File: src/rtl/serial_op_sequencer.sv
// serial_op_sequencer
// Frames one serial-in / parallel-op / serial-out operation for a datapath
// wrapper: LOAD shifts operands in, COMPUTE enables the core, CAPTURE loads
// the result register, UNLOAD shifts the result out, then done pulses.
// Optional feature macro: SEQ_ABORT_EN adds an abort input and an aborted
// one-cycle status pulse; without it only resetn can end a frame early.
// All outputs are flops loaded from the next-state decode, so there is no
// combinational path from any input to any output.

module serial_op_sequencer #(
    parameter int DATA_WIDTH     = 32,
    parameter int COMPUTE_CYCLES = 1
) (
    input  logic       clk,
    input  logic       resetn,
    input  logic       start,
`ifdef SEQ_ABORT_EN
    input  logic       abort,
    output logic       aborted,
`endif
    output logic       busy,
    output logic       done,
    output logic       in_shift_en,
    output logic       dp_enable,
    output logic       out_load,
    output logic       out_shift_en,
    output logic [2:0] phase
);

    // The counter has to reach the longest phase length. For the usual case
    // COMPUTE_CYCLES <= DATA_WIDTH this is clog2(DATA_WIDTH+1) bits.
    localparam int CNT_MAX = (DATA_WIDTH > COMPUTE_CYCLES) ? DATA_WIDTH : COMPUTE_CYCLES;
    localparam int CNT_W   = $clog2(CNT_MAX + 1);

    localparam logic [CNT_W-1:0] FRAME_LAST   = CNT_W'(DATA_WIDTH - 1);
    localparam logic [CNT_W-1:0] COMPUTE_LAST = CNT_W'(COMPUTE_CYCLES - 1);
    localparam logic [CNT_W-1:0] CNT_ZERO     = '0;
    localparam logic [CNT_W-1:0] CNT_ONE      = CNT_W'(1);

    typedef enum logic [2:0] {
        ST_IDLE    = 3'd0,
        ST_LOAD    = 3'd1,
        ST_COMPUTE = 3'd2,
        ST_CAPTURE = 3'd3,
        ST_UNLOAD  = 3'd4
    } state_e;

    state_e           state_r;
    state_e           state_nxt_s;
    logic [CNT_W-1:0] cnt_r;
    logic [CNT_W-1:0] cnt_nxt_s;
    logic             done_nxt_s;
    logic             aborted_nxt_s;

    logic             busy_r;
    logic             done_r;
    logic             in_shift_en_r;
    logic             dp_enable_r;
    logic             out_load_r;
    logic             out_shift_en_r;
    logic             aborted_r;

    // Next-state and phase-counter decode; the counter restarts at zero on
    // every state change and only advances while a phase is still running.
    always_comb begin
        state_nxt_s   = state_r;
        cnt_nxt_s     = CNT_ZERO;
        done_nxt_s    = 1'b0;
        aborted_nxt_s = 1'b0;

        case (state_r)
            ST_IDLE: begin
                if (start) begin
                    state_nxt_s = ST_LOAD;
                end else begin
                    state_nxt_s = ST_IDLE;
                end
            end
            ST_LOAD: begin
                if (cnt_r == FRAME_LAST) begin
                    state_nxt_s = ST_COMPUTE;
                end else begin
                    cnt_nxt_s = cnt_r + CNT_ONE;
                end
            end
            ST_COMPUTE: begin
                if (cnt_r == COMPUTE_LAST) begin
                    state_nxt_s = ST_CAPTURE;
                end else begin
                    cnt_nxt_s = cnt_r + CNT_ONE;
                end
            end
            ST_CAPTURE: begin
                state_nxt_s = ST_UNLOAD;
            end
            ST_UNLOAD: begin
                if (cnt_r == FRAME_LAST) begin
                    state_nxt_s = ST_IDLE;
                    done_nxt_s  = 1'b1;
                end else begin
                    cnt_nxt_s = cnt_r + CNT_ONE;
                end
            end
            default: begin
                // Encodings 5..7 are unreachable in normal operation; recover quietly.
                state_nxt_s = ST_IDLE;
            end
        endcase

`ifdef SEQ_ABORT_EN
        // Abort overrides whatever transition the phase logic chose, including
        // the final UNLOAD->IDLE step, so a frame aborted there never reports done.
        if (abort && (state_r != ST_IDLE)) begin
            state_nxt_s   = ST_IDLE;
            cnt_nxt_s     = CNT_ZERO;
            done_nxt_s    = 1'b0;
            aborted_nxt_s = 1'b1;
        end else begin
            aborted_nxt_s = 1'b0;
        end
`endif
    end

    // FSM state, counter and all registered outputs; outputs are loaded from
    // the next state so they line up with the state register cycle for cycle.
    always_ff @(posedge clk or negedge resetn) begin
        if (!resetn) begin
            state_r        <= ST_IDLE;
            cnt_r          <= CNT_ZERO;
            busy_r         <= 1'b0;
            done_r         <= 1'b0;
            in_shift_en_r  <= 1'b0;
            dp_enable_r    <= 1'b0;
            out_load_r     <= 1'b0;
            out_shift_en_r <= 1'b0;
            aborted_r      <= 1'b0;
        end else begin
            state_r        <= state_nxt_s;
            cnt_r          <= cnt_nxt_s;
            busy_r         <= (state_nxt_s != ST_IDLE);
            done_r         <= done_nxt_s;
            in_shift_en_r  <= (state_nxt_s == ST_LOAD);
            dp_enable_r    <= (state_nxt_s == ST_COMPUTE);
            out_load_r     <= (state_nxt_s == ST_CAPTURE);
            out_shift_en_r <= (state_nxt_s == ST_UNLOAD);
            aborted_r      <= aborted_nxt_s;
        end
    end

    assign busy         = busy_r;
    assign done         = done_r;
    assign in_shift_en  = in_shift_en_r;
    assign dp_enable    = dp_enable_r;
    assign out_load     = out_load_r;
    assign out_shift_en = out_shift_en_r;
    assign phase        = state_r;

`ifdef SEQ_ABORT_EN
    assign aborted = aborted_r;
`else
    logic unused_aborted_s;
    assign unused_aborted_s = aborted_r ^ aborted_nxt_s;
`endif

endmodule

File: config.mk
export PLATFORM = sky130hd
export DESIGN_NAME = serial_op_sequencer
export DESIGN_NICKNAME = d
export VERILOG_FILES = /design/src/rtl/serial_op_sequencer.sv
export SDC_FILE = /design/constraint.sdc
export NUM_CORES = 1
export LEC_CHECK = 0
export ABC_AREA = 1
export CAP_MARGIN = 40
export CORE_UTILIZATION = 34
export CTS_CLUSTER_SIZE = 10
export DETAILED_ROUTE_END_ITERATION = 16
export GPL_ROUTABILITY_DRIVEN = 0
export PLACE_DENSITY = 0.65
export SLEW_MARGIN = 20
export SYNTH_ARGS = -nofsm -noshare
export SYNTH_HDL_FRONTEND = slang
export SYNTH_SLANG_ARGS = --single-unit
File: constraint.sdc
create_clock -name clk -period 1.39 [get_ports clk]
set_input_delay 0.139 -clock clk [delete_from_list [all_inputs] [get_ports clk]]
set_output_delay 0.139 -clock clk [all_outputs]
set_load 0.05 [all_outputs]
# --- Yosys cells after proc, flatten, opt, wreduce, memory -nomap -nowiden ---
# Cells that the tools add are included.
classes:
  reduce_logical: 4
  n_eq_ne: 9
  div_mod_pow: 0
  n_bitwise: 0
  n_mul: 0
  muxes: 10
  shifts: 0
  n_lt_le_gt_ge: 0
  n_addsub: 1
op_table:
  columns: ["op", "n"]
  rows:
  - ["one-hot mux 3 bit (5 select lines)", 1]
  - ["== test 3 x 2 -> 1 bit (second input constant)", 4]
  - ["2-to-1 mux 6 bit", 2]
  - ["one-hot mux 6 bit (2 select lines)", 1]
  - ["2-to-1 mux 3 bit", 3]
  - ["adder 6 x 1 -> 6 bit (second input constant)", 1]
  - ["== test 3 x 1 -> 1 bit (second input constant)", 2]
  - ["== test 3 bit (second input constant)", 2]
  - ["== test 6 x 5 -> 1 bit (second input constant)", 1]
  - ["zero test 6 bit", 1]
  - ["zero test 3 bit", 1]
  - ["2-to-1 mux 1 bit", 3]
  - ["nonzero test 3 bit", 1]
  - ["OR reduction 2 bit", 1]
totals:
  n_memories: 0
  mem_bits_rw: 0
  in_bits: 3
  romBits: 0
  output_inout_bits: 9
  ff_bits: 15
  elab_cells: 32
  latch_bits: 0

# --- Depth between registers and ports, before layout ---
logic_depth:
  depth_word: 4
  ltp_mapped: 8
  ltp_nobuf: 8

# --- Least setup slack after synthesis ---
# OpenSTA, ideal clock, no wires.
synth_path:
  path_kind: "register -> register"
  start: "reg state_r[2] (netlist: phase[2])"
  end: "reg busy_r (netlist: busy)"
  setup_slack_ns: -0.019
  t_arrival_ns: 1.276
  path_stages_with_launch: 6
  setup_time_ns: 0.132
  synth_period_minus_slack_ns: 1.409
  path_cell_list: "dfrtp_1 > nor2_2 > nand2_2 > inv_1 > a21oi_2 > nand3_1"
synth_between:
  elab_chain_len: 3
  elab_cells_between_ends: 10
  classes_between: "eq/ne: 4; mux: 4; reduce/logical: 2"
synth_rtl:
  columns: ["item", "line_no", "text"]
  rows:
  - ["from (decl)", "48", "state_e state_r;"]
  - ["from (signal assigned)", "138", "state_r <= state_nxt_s;"]
  - ["== test 3 bit (tied with other cells)", "71", "case (state_r)"]
  - ["one-hot mux 3 bit (5 select lines) (*)", "71", null]
  - ["nonzero test 3 bit (*)", "140", "busy_r <= (state_nxt_s != ST_IDLE);"]
  - ["to (signal assigned)", "140", null]
  - ["to (decl)", "55", "logic busy_r;"]
# Every way passes the cells marked *; elsewhere a longest branch is shown, timed or not.

# --- Worst setup path in the final report ---
layout_path:
  start: "reg cnt_r[0]"
  end: "reg busy_r (netlist: busy)"
layout_between:
  elab_chain_len: 4
  elab_cells_between_ends: 7
  classes_between: "eq/ne: 1; mux: 4; reduce/logical: 2"
layout_rtl:
  columns: ["item", "line_no", "text"]
  rows:
  - ["from (decl)", "50", "logic [CNT_W-1:0] cnt_r;"]
  - ["from (signal assigned)", "139", "cnt_r <= cnt_nxt_s;"]
  - ["== test 6 x 5 -> 1 bit or zero test 6 bit (tied branches)", "80, 97, 87", null]
  - ["2-to-1 mux 3 bit, on equally long branches", "97, 80, 87", null]
  - ["one-hot mux 3 bit (5 select lines) (*)", "71", null]
  - ["nonzero test 3 bit (*)", "140", null]
# Marked as above.

==> run summary <==
The number of search-and-repair iterations in the first detailed-routing pass came out at 4. The total power is between 0.6 and 0.7 mW. The number of setup violations in the final report came out at 0.

The nature of the critical path endpoint is a flip-flop. The flip-flop and latch count after synthesis came out at 15. The worst setup path is launched from a flip-flop. The count of final max-slew check failures was 0. The most common cell after layout, fill and taps aside is inv_1. Setup slack on the worst reg-to-reg path comes out at roughly 0.077 ns.

Of all flip-flops after synthesis, the portion carrying an async set or reset was 100%. The reg-to-reg critical path startpoint is cnt_r[0]. The final-layout setup total negative slack came out at 0 ns.

The number of buffers on the longest clock path is 2. The area fraction in compound gates after synthesis came out at 7.20%. The total count of hold-check failures in the final report is 0. The area of the mapped netlist is between 700 and 800 sq um. The number of antenna violations at the first check in global routing is 0. The area after detailed placement came out at between 900 and 1000 sq um.

The worst clock skew on the final layout came out at around 0.0060 ns. The library cells used most frequently in the layout, excluding fill and tap cells, are inv_1 (16), dfrtp_1 (12), nand2_1 (10). In this run the power density over the cells is roughly 700 nW/um^2. The fraction of layout cells with a size suffix above 1 is 38.0%. The library cell used as clock root buffer is clkbuf_4. The data required time of the worst path is ~1.6 ns. The detailed router finished its first iteration with 9 violations.

The chip width is roughly 49 um. The chip height came out at about 50 um. Data on the critical path arrives at its endpoint at 1.48 ns.

After clock tree synthesis, the clock-pin slew on the worst setup and hold paths is about 0.090 ns. The insertion delay to the later sink of the worst-skew pair is ~0.28 ns. The maximum clock frequency came out at about 760 MHz. The footprint of the flip-flops and latches came out at between 300 and 400 sq um.

The number of cells on the worst reg-to-reg path came out at 5. TritonCTS created 3 clock buffers. After the last flow step, the layout net total stands at 106. The count of different cell masters after synthesis is 23. The portion of the post-synthesis area used by sequential elements is between 40 and 50%. The via count of the first global-routing pass is between 500 and 600. The number of flops mapped to enable cells by yosys came out at 0. The count of antenna-violating nets left after detailed routing came out at 0. The number of warning messages in the yosys log is 0. The die area came out at 2440 sq um. The worst hold margin came out at ~0.15 ns. The half-perimeter wire length after detailed placement came out at about 1100 um. The total number of H-tree levels is 1. Leaving out filler cells and counting taps, the final layout contains approximately 130.

The placed instance count is about 120. The area growth from synthesis to layout is 32.4%. The layout filler cell count came out at between 200 and 250.

The wire length per cell is roughly 11 um. Once the floorplan was initialized, standard cells occupied between 30% and 40% of the core. Buffers placed on the I/O ports in this run total 11. The finished cells cover roughly 1000 sq um. The slew at the pin with the worst max-slew slack is between 0.2 and 0.3 ns. The antenna cell count is 0.

The setup path with the least slack is of type flip-flop to flip-flop. The flow ran to the end, and the final reports show no timing, DRC or antenna violations. The share of the synthesized netlist area taken by xor and xnor gates is about 2.3%. The clock tree from TritonCTS is built. In the global route stage, overall resource usage came out at a little over an eighth. The endpoint identified for the worst register-to-register timing path is busy. The class of the tightest hold or removal check is input pin to async pin. The maximum net fanout on the critical path is 5. The total overflow reported by the global router came out at 0. In the final layout, the multi-input gates occupy 348 sq um. The overall via count from detail_route came out at ~590.

The via density per instance came out at approximately 4.7. The initialized floorplan defines 16 standard-cell rows. The core area is between 2000 and 2500 sq um.

The gate count after technology mapping came out at between 80 and 90. The mean area per synthesized cell came out at about 9.2 sq um. In this run the tightest slew margin relative to its limit is between 80% and 90%. After synthesis, the share of cell area in mux cells is 0%. The worst-case IR drop observed on VDD is between 0.5 and 0.6 mV. During I/O placement, the number of pins put on the boundary was 12. After layout, the minimum clock period comes to between 1 and 1.5 ns. The simple-gate share of the synthesized area is between 20 and 30%. By area, the combinational part of the netlist is dominated by simple AND/OR/NAND/NOR gates.

The number of max-capacitance violations reported is 0. The pin count of the biggest net entering global routing is 16. The routed design has 1450 um of wire.

The first-pass GRT wire length is 2360 um. The post-synthesis net count is 88. The DRC violation count after routing came out at 0.

For this design the static power due to leakage is about 0.53 nW. For this run, the leading register cell type out of synthesis is dfrtp_1. The final period utilization came out at a little over nine tenths. The number of sinks on the clock net is 15.

The area share of fa/ha/maj cells after synthesis is 3.27%. The cts-stage hold buffer count is 0.
layer usage:
layer	vias up	share of wire (%)	GRT usage, %
met4	0	2.1	8.57
met1	286	41	16.1
met5	-	0	0
li1	287	-	-
met3	6	4.1	1.87
met2	14	53	22.1
worst max-delay path, stage by stage, from the launching register on:
cell,delay [ns]
dfrtp_2,0.42
ha_4,0.17
nand3_4,0.09
nor2_4,0.24
o21a_2,0.18
nand3_1,0.08
power breakdown:
group          switching, mW  internal, mW
Sequential                 0         0.436
Combinational        0.00847       0.00673
Clock                  0.137         0.107
Total                  0.146         0.549
logic make-up after synthesis:
group / count (synthesis)
AO/OA/AOI/OAI: 8
flip-flops: 15
adder cells (fa/ha/maj): 2
AND/OR/NAND/NOR: 37
buffers and inverters: 19
XOR/XNOR: 2
timing repair:
| item | CTS | global route |
|---|---|---|
| endpoints found under the hold margin | 0 | 0 |
| setup endpoints to repair | 0 | 7 |
| setup buffers | 0 | 1 |
| resized for setup | 0 | 7 |
final cells by class:
| type | instances | share of cell area [%] |
|---|---|---|
| Clock buffer | 3 | 2.22 |
| Clock inverter | 1 | 0.494 |
| Inverter | 19 | 7.05 |
| Multi-Input combinational cell | 49 | 34.4 |
| Sequential cell | 15 | 37.5 |
| Tap cell | 27 | 3.34 |
| Timing Repair Buffer | 13 | 15.1 |
synthesized netlist by cell type, types with 2 or more instances:
cell | count | area share, %
nand2_2 | 2 | 1.6
inv_2 | 3 | 1.5
a21oi_2 | 3 | 3.4
nor2_4 | 2 | 2.9
nor2_1 | 10 | 4.9
nand2_1 | 10 | 4.9
a21oi_1 | 2 | 1.3
nand3_1 | 4 | 2.6
ha_1 | 2 | 3.3
inv_1 | 16 | 7.9
o21ai_1 | 2 | 1.3
dfrtp_1 | 15 | 49
nor2_2 | 2 | 1.6
registers in the layout (all words and copies together), names as in the netlist:
| register | cells |
|---|---|
| cnt_r | 6 |
| phase | 3 |
| busy | 1 |
| done | 1 |
| dp_enable | 1 |
| in_shift_en | 1 |
| out_load | 1 |
| out_shift_en | 1 |
worst max-delay path by stage:
stage,startpoint,to,depth (start not counted)
floorplan,phase[1],dp_enable,5
global placement,cnt_r[0],busy,5
detailed placement,cnt_r[0],busy,5
CTS,cnt_r[0],busy,5
global route,cnt_r[0],cnt_r[1],7
finish,cnt_r[0],busy,5
per-stage QoR:
stage / utilization [%] / setup slack (ns)
final: 49.6 / 0.0767
after global routing: 49.6 / -0.0165
after CTS: 47.0 / 0.0151
after detailed placement: 45.6 / 0.0324
after global placement: 45.6 / 0.0486
after floorplan: - / 0.00570
(Power assumes the default switching activity.)
==> patch, RTL diff (same flow settings) <==
The parameter `DATA_WIDTH` goes from 32 to 16.
--- a/src/rtl/serial_op_sequencer.sv
+++ b/src/rtl/serial_op_sequencer.sv
@@ -10,3 +10,3 @@
 module serial_op_sequencer #(
-    parameter int DATA_WIDTH     = 32,
+    parameter int DATA_WIDTH     = 16,
     parameter int COMPUTE_CYCLES = 1
Function: same outputs for any inputs over 10 cycles, from zero or initial values and one cycle with resetn low; that may be too few to reach the edited logic, so the function may still have changed.
==> patch against the original RTL <==
Global-route usage increased by 0.99 points; synthesized area is 4.9% lower; count of clock-buffer cells in the layout grew 1; via count is 0.84% lower; wire length shrank 3.0%; synthesized cell count is 2.4% lower; first-iteration DRC count is 44% lower; sequential cell count fell by 1; worst hold slack gained 12 ps; design area up 4.6%; worst setup slack got worse by 75 ps.
Power is not compared: it rests on default switching activity, and its combinational part moved more than twofold at a synthesized area within 25%.
==> patch: results (changes against the original RTL) <==
** Placed design
- Placed instance count :: 126 (+3.3%)
- Worst Setup Slack post-DPL :: -15.5 ps (-47.9 ps)
- The post-detailed-placement half-perimeter wirelength is 1050 um (-0.64%).
- The placement-stage cell area is 938 um^2 (+0.67%).

** Global route
- Total routing resource utilization after global routing :: 0.143 (+0.00994)
- The largest net degree at the start of global routing was 15 (-1).
- The via count of the first global-routing pass is 544 (+6.0%).
- The wire length of the first global-routing pass is 2210 um (-6.4%).

** Final layout
- The area of the multi-input gates is 403 um^2 (+16%).
- Sequential cell area share :: 0.331 (-0.0436)
- Non-clock inverter count in the final layout :: 14 (-5)
- The proportion of cell area spent on the clock network came to 0.0343 (+0.00708).
- The number of nets in the finished design was 111 (+4.7%).
- The flip-flop count of the largest register, all copies and words added came to 5 (-1).
- The total of fill cells in the finished design is 174 (-22%).
- Post-layout utilization of the core :: 0.534 (+0.0384)
- The share of layout cells above drive strength 1 was 0.515 (+0.135).
- Buffer count excluding the clock tree in the final layout :: 18 (+5)

** Worst setup path
- The maximum cell stage delay along the critical path came to 370 ps (-50 ps).
- Cell class contributing the biggest share of worst-path delay :: simple AND/OR/NAND/NOR gates
- Data arrival at the endpoint of the critical path :: 1560 ps (+80 ps)
- Crit-path max FO :: 4 (-1)

** Drt
- Drt wl/cell :: 10.8 um (-5.2%)
- The detailed-route wire length was 1410 um (-3.0%).
- Metal1 wirelength :: 558 um (-5.4%)
- The DRC violation total after the first TritonRoute iteration was 5 (-4).
- DR vias :: 588 (-0.84%)
- The met3 wire length is 28 um (-53%).

** Synth
- Share of the yosys chip area belonging to registers :: 0.482 (-0.00907)
- By area the synthesized netlist is led by sky130_fd_sc_hd__dfrtp_1 (48%), sky130_fd_sc_hd__nand3_1 (8.3%), sky130_fd_sc_hd__ha_1 (6.9%).
- The number of library cell types mapped by synthesis was 17 (-26%).
- Average size of a mapped cell :: 8.97 um^2 (-2.6%)
- Most numerous cell types in the synthesized netlist :: sky130_fd_sc_hd__dfrtp_1 (14), sky130_fd_sc_hd__nand2_1 (13), sky130_fd_sc_hd__nand3_1 (12), sky130_fd_sc_hd__inv_1 (11)
- The number of flip-flops and latches in the synthesized netlist came to 14 (-1).

** Run
- Count of max-cap constraint violations :: 0 (unchanged)

** Power
- The design draws just under 2 mW.

** Run status
- The flow ran to the end, and the final reports show no timing, DRC or antenna violations.

** STA
- Worst Max-Slew Pin Slew :: 282 ps (-8.07 ps)
- The final setup skew came to 3.54 ps (-2.42 ps).

** CTS
- The count of cells resized by post-cts repair came to 2 (+2).
[patch: final timing paths]
path | from | end | slack [ps] | depth (start not counted)
hold / removal | resetn | out_shift_en$_DFF_PN0_ | 160 | 2
min in group clk | cnt_r[3]$_DFF_PN0_ | out_load$_DFF_PN0_ | 620 | 3
setup reg to reg | cnt_r[1]$_DFF_PN0_ | busy$_DFF_PN0_ | 2 | 9
max in group asynchronous | resetn | cnt_r[2]$_DFF_PN0_ | 1060 | 2
hold reg to reg | cnt_r[3]$_DFF_PN0_ | out_load$_DFF_PN0_ | 620 | 3
setup / recovery | cnt_r[1]$_DFF_PN0_ | busy$_DFF_PN0_ | 2 | 9
[patch: layer usage]
layer,GRT usage,up-vias
met5,0,-
met4,0.0833,0
met3,0.0370,3
met2,0.232,10
met1,0.171,277
li1,-,298
[patch: logic make-up after synthesis]
kind of cell    count (synthesis)  synth area share
buf+inv                        14            0.0757
fa+ha+maj                       4            0.0688
flops                          14             0.482
compound gates                  3            0.0258
xor+xnor                        1            0.0121
simple gates                   45             0.336
